`config.mk`:
```
export PLATFORM = sky130hd
export DESIGN_NAME = sdp_ram_init_flat
export DESIGN_NICKNAME = d
export VERILOG_FILES = /design/src/rtl/sdp_ram_init_if.sv /design/src/rtl/sdp_ram_init.sv /design/src/flat_wrapper.sv
export SDC_FILE = /design/constraint.sdc
export NUM_CORES = 1
export LEC_CHECK = 0
export ABC_AREA = 1
export BUFFER_PORTS_ARGS = -buffer_cell sky130_fd_sc_hd__buf_2
export CORE_MARGIN = 2
export CORE_UTILIZATION = 40
export CTS_CLUSTER_SIZE = 40
export DETAILED_ROUTE_END_ITERATION = 12
export PLACE_DENSITY = 0.63
export RECOVER_POWER = 100
export SKIP_CTS_REPAIR_TIMING = 1
export SYNTH_ARGS = -nofsm -noshare
export SYNTH_HDL_FRONTEND = slang
export SYNTH_SLANG_ARGS = --single-unit
export TNS_END_PERCENT = 30
```
`constraint.sdc`:
```
create_clock -name clk -period 4.35 [get_ports clk]
set_input_delay 0.2175 -clock clk [delete_from_list [all_inputs] [get_ports clk]]
set_output_delay 0.2175 -clock clk [all_outputs]
set_load 0.02 [all_outputs]
```
`src/rtl/sdp_ram_init_if.sv`:
```
// Port bundle for sdp_ram_init: clear control, write port and read port.
// master drives requests, slave is the RAM.
interface sdp_ram_init_if #(
    parameter int DATA_WIDTH = 8,
    parameter int ADDR_WIDTH = 4,
    parameter int NUM_BYTES  = 1
);
    logic                  clear;
    logic                  init_busy;
    logic                  wr_en;
    logic [ADDR_WIDTH-1:0] wr_addr;
    logic [NUM_BYTES-1:0]  wr_be;
    logic [DATA_WIDTH-1:0] wr_data;
    logic                  rd_en;
    logic [ADDR_WIDTH-1:0] rd_addr;
    logic [DATA_WIDTH-1:0] rd_data;
    logic                  rd_valid;
    logic                  addr_err;

    modport master (
        output clear, wr_en, wr_addr, wr_be, wr_data, rd_en, rd_addr,
        input  init_busy, rd_data, rd_valid, addr_err
    );

    modport slave (
        input  clear, wr_en, wr_addr, wr_be, wr_data, rd_en, rd_addr,
        output init_busy, rd_data, rd_valid, addr_err
    );
endinterface

```
`src/rtl/sdp_ram_init.sv`:
```
// Simple dual-port RAM with byte enables, 1- or 2-cycle read latency,
// selectable collision mode and a one-word-per-cycle clear sequence.
module sdp_ram_init #(
    parameter int                    DATA_WIDTH  = 8,
    parameter int                    DEPTH       = 10,
    parameter int                    BYTE_WIDTH  = 8,
    parameter int                    RD_LATENCY  = 1,
    parameter int                    WRITE_FIRST = 0,
    parameter logic [DATA_WIDTH-1:0] INIT_VALUE  = '0,
    localparam int                   NUM_BYTES   = DATA_WIDTH / BYTE_WIDTH,
    localparam int                   ADDR_WIDTH  = (DEPTH > 1) ? $clog2(DEPTH) : 1
) (
    input logic           clk,
    input logic           rst,
    sdp_ram_init_if.slave bus
);

    typedef enum logic {ST_CLEAR, ST_IDLE} state_t;

    localparam logic [ADDR_WIDTH-1:0] LAST_ADDR = ADDR_WIDTH'(DEPTH - 1);
    localparam logic [ADDR_WIDTH:0]   DEPTH_W   = (ADDR_WIDTH + 1)'(DEPTH);

    state_t                state_q, state_d;
    logic [ADDR_WIDTH-1:0] cnt_q, cnt_d;
    logic                  clr_we;
    logic                  busy;

    logic                  wr_req, wr_in, wr_ok;
    logic                  rd_ok, rd_in;

    logic [DATA_WIDTH-1:0] mem [DEPTH];
    logic [DATA_WIDTH-1:0] ram_q;

    logic                  v1_q, err_q, have_q, oor_q;
    logic [NUM_BYTES-1:0]  col_be_q;
    logic [DATA_WIDTH-1:0] col_data_q;
    logic [DATA_WIDTH-1:0] merged;
    logic [DATA_WIDTH-1:0] data1;

    always_ff @(posedge clk or posedge rst) begin
        if (rst) begin
            state_q <= ST_CLEAR;
            cnt_q   <= '0;
        end else begin
            state_q <= state_d;
            cnt_q   <= cnt_d;
        end
    end

    always_comb begin
        state_d = state_q;
        cnt_d   = cnt_q;
        clr_we  = 1'b0;
        case (state_q)
            ST_CLEAR: begin
                clr_we = 1'b1;
                if (cnt_q == LAST_ADDR) begin
                    state_d = ST_IDLE;
                    cnt_d   = '0;
                end else begin
                    cnt_d = cnt_q + ADDR_WIDTH'(1);
                end
            end
            ST_IDLE: begin
                if (bus.clear) begin
                    state_d = ST_CLEAR;
                    cnt_d   = '0;
                end
            end
            default: state_d = ST_CLEAR;
        endcase
    end

    assign busy          = (state_q == ST_CLEAR);
    assign bus.init_busy = busy;

    assign wr_req = bus.wr_en & ~busy;
    assign wr_in  = ({1'b0, bus.wr_addr} < DEPTH_W);
    assign wr_ok  = wr_req & wr_in;
    assign rd_ok  = bus.rd_en & ~busy;
    assign rd_in  = ({1'b0, bus.rd_addr} < DEPTH_W);

    // Storage and raw read register carry no reset so the array maps to block RAM.
    always_ff @(posedge clk) begin
        if (clr_we) begin
            mem[cnt_q] <= INIT_VALUE;
        end else if (wr_ok) begin
            for (int b = 0; b < NUM_BYTES; b++) begin
                if (bus.wr_be[b])
                    mem[bus.wr_addr][b*BYTE_WIDTH +: BYTE_WIDTH] <= bus.wr_data[b*BYTE_WIDTH +: BYTE_WIDTH];
            end
        end
        if (rd_ok && rd_in)
            ram_q <= mem[bus.rd_addr];
    end

    // Side information for the read result; only refreshed on an accepted read so rd_data holds.
    always_ff @(posedge clk or posedge rst) begin
        if (rst) begin
            v1_q       <= 1'b0;
            err_q      <= 1'b0;
            have_q     <= 1'b0;
            oor_q      <= 1'b0;
            col_be_q   <= '0;
            col_data_q <= '0;
        end else begin
            v1_q  <= rd_ok;
            err_q <= (rd_ok & ~rd_in) | (wr_req & ~wr_in);
            if (rd_ok) begin
                have_q     <= 1'b1;
                oor_q      <= ~rd_in;
                col_be_q   <= ((WRITE_FIRST != 0) && wr_ok && (bus.wr_addr == bus.rd_addr)) ? bus.wr_be : '0;
                col_data_q <= bus.wr_data;
            end
        end
    end

    genvar gi;
    generate
        for (gi = 0; gi < NUM_BYTES; gi++) begin : g_lane
            assign merged[gi*BYTE_WIDTH +: BYTE_WIDTH] = col_be_q[gi] ? col_data_q[gi*BYTE_WIDTH +: BYTE_WIDTH]
                                                                      : ram_q[gi*BYTE_WIDTH +: BYTE_WIDTH];
        end
    endgenerate

    assign data1        = (have_q && !oor_q) ? merged : '0;
    assign bus.addr_err = err_q;

    generate
        if (RD_LATENCY == 2) begin : g_lat2
            logic [DATA_WIDTH-1:0] data2_q;
            logic                  v2_q;

            always_ff @(posedge clk or posedge rst) begin
                if (rst) begin
                    data2_q <= '0;
                    v2_q    <= 1'b0;
                end else begin
                    v2_q <= v1_q;
                    if (v1_q)
                        data2_q <= data1;
                end
            end

            assign bus.rd_data  = data2_q;
            assign bus.rd_valid = v2_q;
        end else begin : g_lat1
            assign bus.rd_data  = data1;
            assign bus.rd_valid = v1_q;
        end
    endgenerate

endmodule

```
`src/flat_wrapper.sv`:
```
// flat-port wrapper written by rule: the top's interface ports become plain ports
module sdp_ram_init_flat 
#(
    parameter int                    DATA_WIDTH  = 8,
    parameter int                    DEPTH       = 10,
    parameter int                    BYTE_WIDTH  = 8,
    parameter int                    RD_LATENCY  = 1,
    parameter int                    WRITE_FIRST = 0,
    parameter logic [DATA_WIDTH-1:0] INIT_VALUE  = '0,
    localparam int                   NUM_BYTES   = DATA_WIDTH / BYTE_WIDTH,
    localparam int                   ADDR_WIDTH  = (DEPTH > 1) ? $clog2(DEPTH) : 1
)
  (clk, rst, bus_clear, bus_wr_en, bus_wr_addr, bus_wr_be, bus_wr_data, bus_rd_en, bus_rd_addr, bus_init_busy, bus_rd_data, bus_rd_valid, bus_addr_err);
  sdp_ram_init_if #(.DATA_WIDTH(DATA_WIDTH), .ADDR_WIDTH(4), .NUM_BYTES(1)) bus_i ();
  input logic clk;
  input logic rst;
  input wire logic [$bits(bus_i.clear)-1:0] bus_clear;
  input wire logic [$bits(bus_i.wr_en)-1:0] bus_wr_en;
  input wire logic [$bits(bus_i.wr_addr)-1:0] bus_wr_addr;
  input wire logic [$bits(bus_i.wr_be)-1:0] bus_wr_be;
  input wire logic [$bits(bus_i.wr_data)-1:0] bus_wr_data;
  input wire logic [$bits(bus_i.rd_en)-1:0] bus_rd_en;
  input wire logic [$bits(bus_i.rd_addr)-1:0] bus_rd_addr;
  output wire logic [$bits(bus_i.init_busy)-1:0] bus_init_busy;
  output wire logic [$bits(bus_i.rd_data)-1:0] bus_rd_data;
  output wire logic [$bits(bus_i.rd_valid)-1:0] bus_rd_valid;
  output wire logic [$bits(bus_i.addr_err)-1:0] bus_addr_err;
  assign bus_i.clear = bus_clear;
  assign bus_i.wr_en = bus_wr_en;
  assign bus_i.wr_addr = bus_wr_addr;
  assign bus_i.wr_be = bus_wr_be;
  assign bus_i.wr_data = bus_wr_data;
  assign bus_i.rd_en = bus_rd_en;
  assign bus_i.rd_addr = bus_rd_addr;
  assign bus_init_busy = bus_i.init_busy;
  assign bus_rd_data = bus_i.rd_data;
  assign bus_rd_valid = bus_i.rd_valid;
  assign bus_addr_err = bus_i.addr_err;
  sdp_ram_init #(.DATA_WIDTH(DATA_WIDTH), .DEPTH(DEPTH), .BYTE_WIDTH(BYTE_WIDTH), .RD_LATENCY(RD_LATENCY), .WRITE_FIRST(WRITE_FIRST), .INIT_VALUE(INIT_VALUE)) u_core (.clk(clk), .rst(rst), .bus(bus_i));
endmodule
```
==> flow_metrics.py <==
metrics = {
    "cells_and_area": {
        "final_nets": 417,
        "post-route-util_pct": 45.9,
        "layout-drive-gt1-share_pct": 10.3,
        "instances_no_fill": 531,
        "syn2layout_area_growth_pct": 10.9,
        "n_antenna_cell": 0,
        "final_area_um2": 4530,
    },
    "yosys": {
        "synth_ff_type": "edfxtp_1",
        "ys_warn_count": 0,
        "seq_area_frac_synth_pct": 70.2,
        "async_reset_ff_share_pct": 9.28,
        "synth-edff-count": 88,
        "netlist_area_um2": 4090,
        "synth_fp_nets": 386,
        "syn_area_per_cell_um2": 11.3,
        "syn_inst": 362,
        "ys_types": 26,
        "yosys_register_bits": 97,
    },
    "critical_path": {
        "reg2reg_from": "u_core.state_q$_DFF_PP0_",
        "slowest_stage": "clkbuf_1",
        "crit_fanout": 46,
        "cpPeakStageDelay_ns": 1.36,
        "crit_buf_inv": 2,
        "crit_arrival_ns": 3.05,
        "cp.required_ns": 4.48,
        "path_delay_family": "buffers and inverters",
        "r2r_end": "u_core.mem[4][1]$_DFFE_PP_",
        "cp-start-kind": "input port",
        "r2r_slack_ns": 1.76,
        "end_kind": "register",
        "worstSetupPathType": "in2reg",
        "cp_cell_sequence": "clkbuf_1, inv_2, nor2_1, nor2_1, o21ai_0, o211ai_1, nand2_1, nand2_1",
        "rr_worst_depth": 8,
    },
    "global_route": {
        "antenna_found_initial": 0,
        "grt_pass1_wl_mm": 14.3,
        "grt_pass1_vias": 2615,
        "grt_max_degree": 47,
        "grtUsageTotal_pct": 17.5,
        "gr-total-overflow": 0,
    },
    "place": {
        "dp_hpwl_mm": 6.04,
        "placed_area_um2": 4350,
        "routabilityCongestion": 0.799,
        "port_buffers": 32,
        "placed_cells": 514,
    },
    "status": {
        "violations": "max-capacitance violations, max-slew violations",
        "status": "complete, but fails checks",
    },
    "flow_run": {
        "maxCapViolations": 1,
    },
    "detailed_routing": {
        "via_per_inst": 4.99,
        "drt_iter0_drc": 260,
        "dr.pass1.iters": 4,
        "wl_per_cell_um": 16.8,
        "antenna_left": 0,
        "dr_total_vias": 2649,
        "wirelength_mm": 8.94,
        "drcViolationCount": 0,
    },
    "timing": {
        "fmax_mhz": 343,
        "tns_ns": 0,
        "clock_skew_ns": 0.00988,
        "drv_slew": 47,
        "rsz0062_at_grt": "no",
        "fin_crit_sh_pct": 67.1,
        "hold_viol": 0,
        "finalCriticalPeriod_ns": 2.92,
        "setup_viol": 0,
        "tightestPinTransition_ns": 1.95,
        "slew_headroom_pct": -29.7,
    },
    "die": {
        "pin_count": 33,
        "core_area_um2": 9860,
        "die-area_um2": 11000,
        "fp.dieW_um": 105,
        "rows": 36,
        "chipHeight_um": 105,
        "start_util_pct": 41.4,
    },
    "min_path": {
        "hold_path_end": "u_core.bus.rd_valid$_DFF_PP0_",
        "hp-start": "bus_rd_en",
        "whs_path_depth": 3,
        "hold_class": "in2reg",
    },
    "clock_network": {
        "clock_latency_ns": 0.37,
        "clockRootBuffer": "clkbuf_8",
        "clkTransAtPathRegs_ns": 0.09,
        "cts_tree": "yes",
        "clock_sinks": 97,
        "cts_inserted_buffers": 9,
        "clockBufferDepth": 2,
        "htreeDepth": 3,
    },
    "power": {
        "ir_drop_v": 0.000250,
        "powerDensity_nw_per_um2": 541,
        "p_leak_uw": 0.00177,
    },
}
[power breakdown]
group          total, µW  internal (µW)  switching (µW)
Clock                627            321             306
Sequential          1300           1240            65.8
Combinational        522            135             386
Total               2450           1690             758
[logic make-up after synthesis]
logic type      share of synthesized area, %
flops                                   70.2
simple gates                            15.0
buf+inv                                 5.21
compound gates                          8.51
fa+ha+maj                              0.612
xor+xnor                               0.429
[cell type report]
cell class / count / area [µm²]
clock buffers: 10 / 128
multi-input cells: 213 / 985
well taps: 133 / 166
repair buffers: 33 / 154
fillers: 909 / 5340
inverters: 39 / 148
flip-flops and latches: 97 / 2870
clock inverters: 6 / 81.3
[through the flow]
stage | setup WS (ns) | total power, µW | hold slack, ns
global route | 1.11 | 2580 | 0.136
global placement | 2.17 | 1850 | 0.189
detailed placement | 2.12 | 1860 | 0.211
CTS | 2.09 | 2480 | -0.188
finish | 1.43 | 2450 | 0.110
floorplan | 2.58 | 1690 | 0.0454
[synthesized netlist by cell type (2+ instances only)]
cell | count | area [µm²]
edfxtp_1 | 88 | 2640
nand2_1 | 63 | 236
nor2_1 | 57 | 214
inv_1 | 37 | 139
o21ai_0 | 28 | 140
a21oi_1 | 21 | 105
nand3_1 | 16 | 80.1
dfrtp_1 | 9 | 225
o211ai_1 | 8 | 60.1
buf_2 | 7 | 35.0
clkbuf_1 | 5 | 18.8
nand2_2 | 4 | 25.0
o22ai_1 | 3 | 18.8
ha_1 | 2 | 25.0
nand2_4 | 2 | 22.5
or2_2 | 2 | 12.5
[worst min-delay path, stage by stage]
cell	delay (ns)
buf_2	0.08
nand2_1	0.05
inv_1	0.09
[layout by cell type (no fill, tap or decap), types with 2 or more instances in the layout]
cell type,instances
clkbuf_1,14
nand2_2,3
o22ai_1,3
edfxtp_1,88
clkinv_1,2
buf_2,19
bufinv_16,2
o211ai_1,8
a21oi_1,21
o21ai_0,28
nand2_1,65
or2_2,2
clkbuf_8,9
inv_1,37
nand3_1,16
nor2_1,59
clkinv_2,2
dfrtp_1,9
ha_1,2
[sequential cells by signal, indices dropped and copies added (netlist names)]
name,flops
u_core.bus.addr_err,1
u_core.bus.rd_valid,1
u_core.cnt_q,4
u_core.have_q,1
u_core.mem,80
u_core.oor_q,1
u_core.ram_q,8
u_core.state_q,1
[how the worst max path moves through the flow]
stage | slack (ns) | to | startpoint | depth (start not counted)
2_1_floorplan | 2.58 | u_core.mem[1][0]$_DFFE_PP_ | u_core.state_q$_DFF_PP0_ | 9
3_3_place_gp | 2.17 | u_core.ram_q[0]$_DFFE_PP_ | bus_rd_addr[1] | 4
3_5_place_dp | 2.12 | u_core.mem[4][4]$_DFFE_PP_ | u_core.state_q$_DFF_PP0_ | 8
4_1_cts | 2.09 | u_core.mem[4][1]$_DFFE_PP_ | u_core.state_q$_DFF_PP0_ | 8
5_1_grt | 1.11 | u_core.ram_q[0]$_DFFE_PP_ | bus_rd_addr[0] | 8
6_report | 1.43 | u_core.ram_q[0]$_DFFE_PP_ | bus_rd_addr[0] | 8
[layer usage]
metal	track usage (%)	wire (µm)
met1	23.1	3930
met2	28.4	4360
met3	3.12	460
met4	7.52	186
met5	0	0
Note: power is estimated with default switching activity, not from simulation.
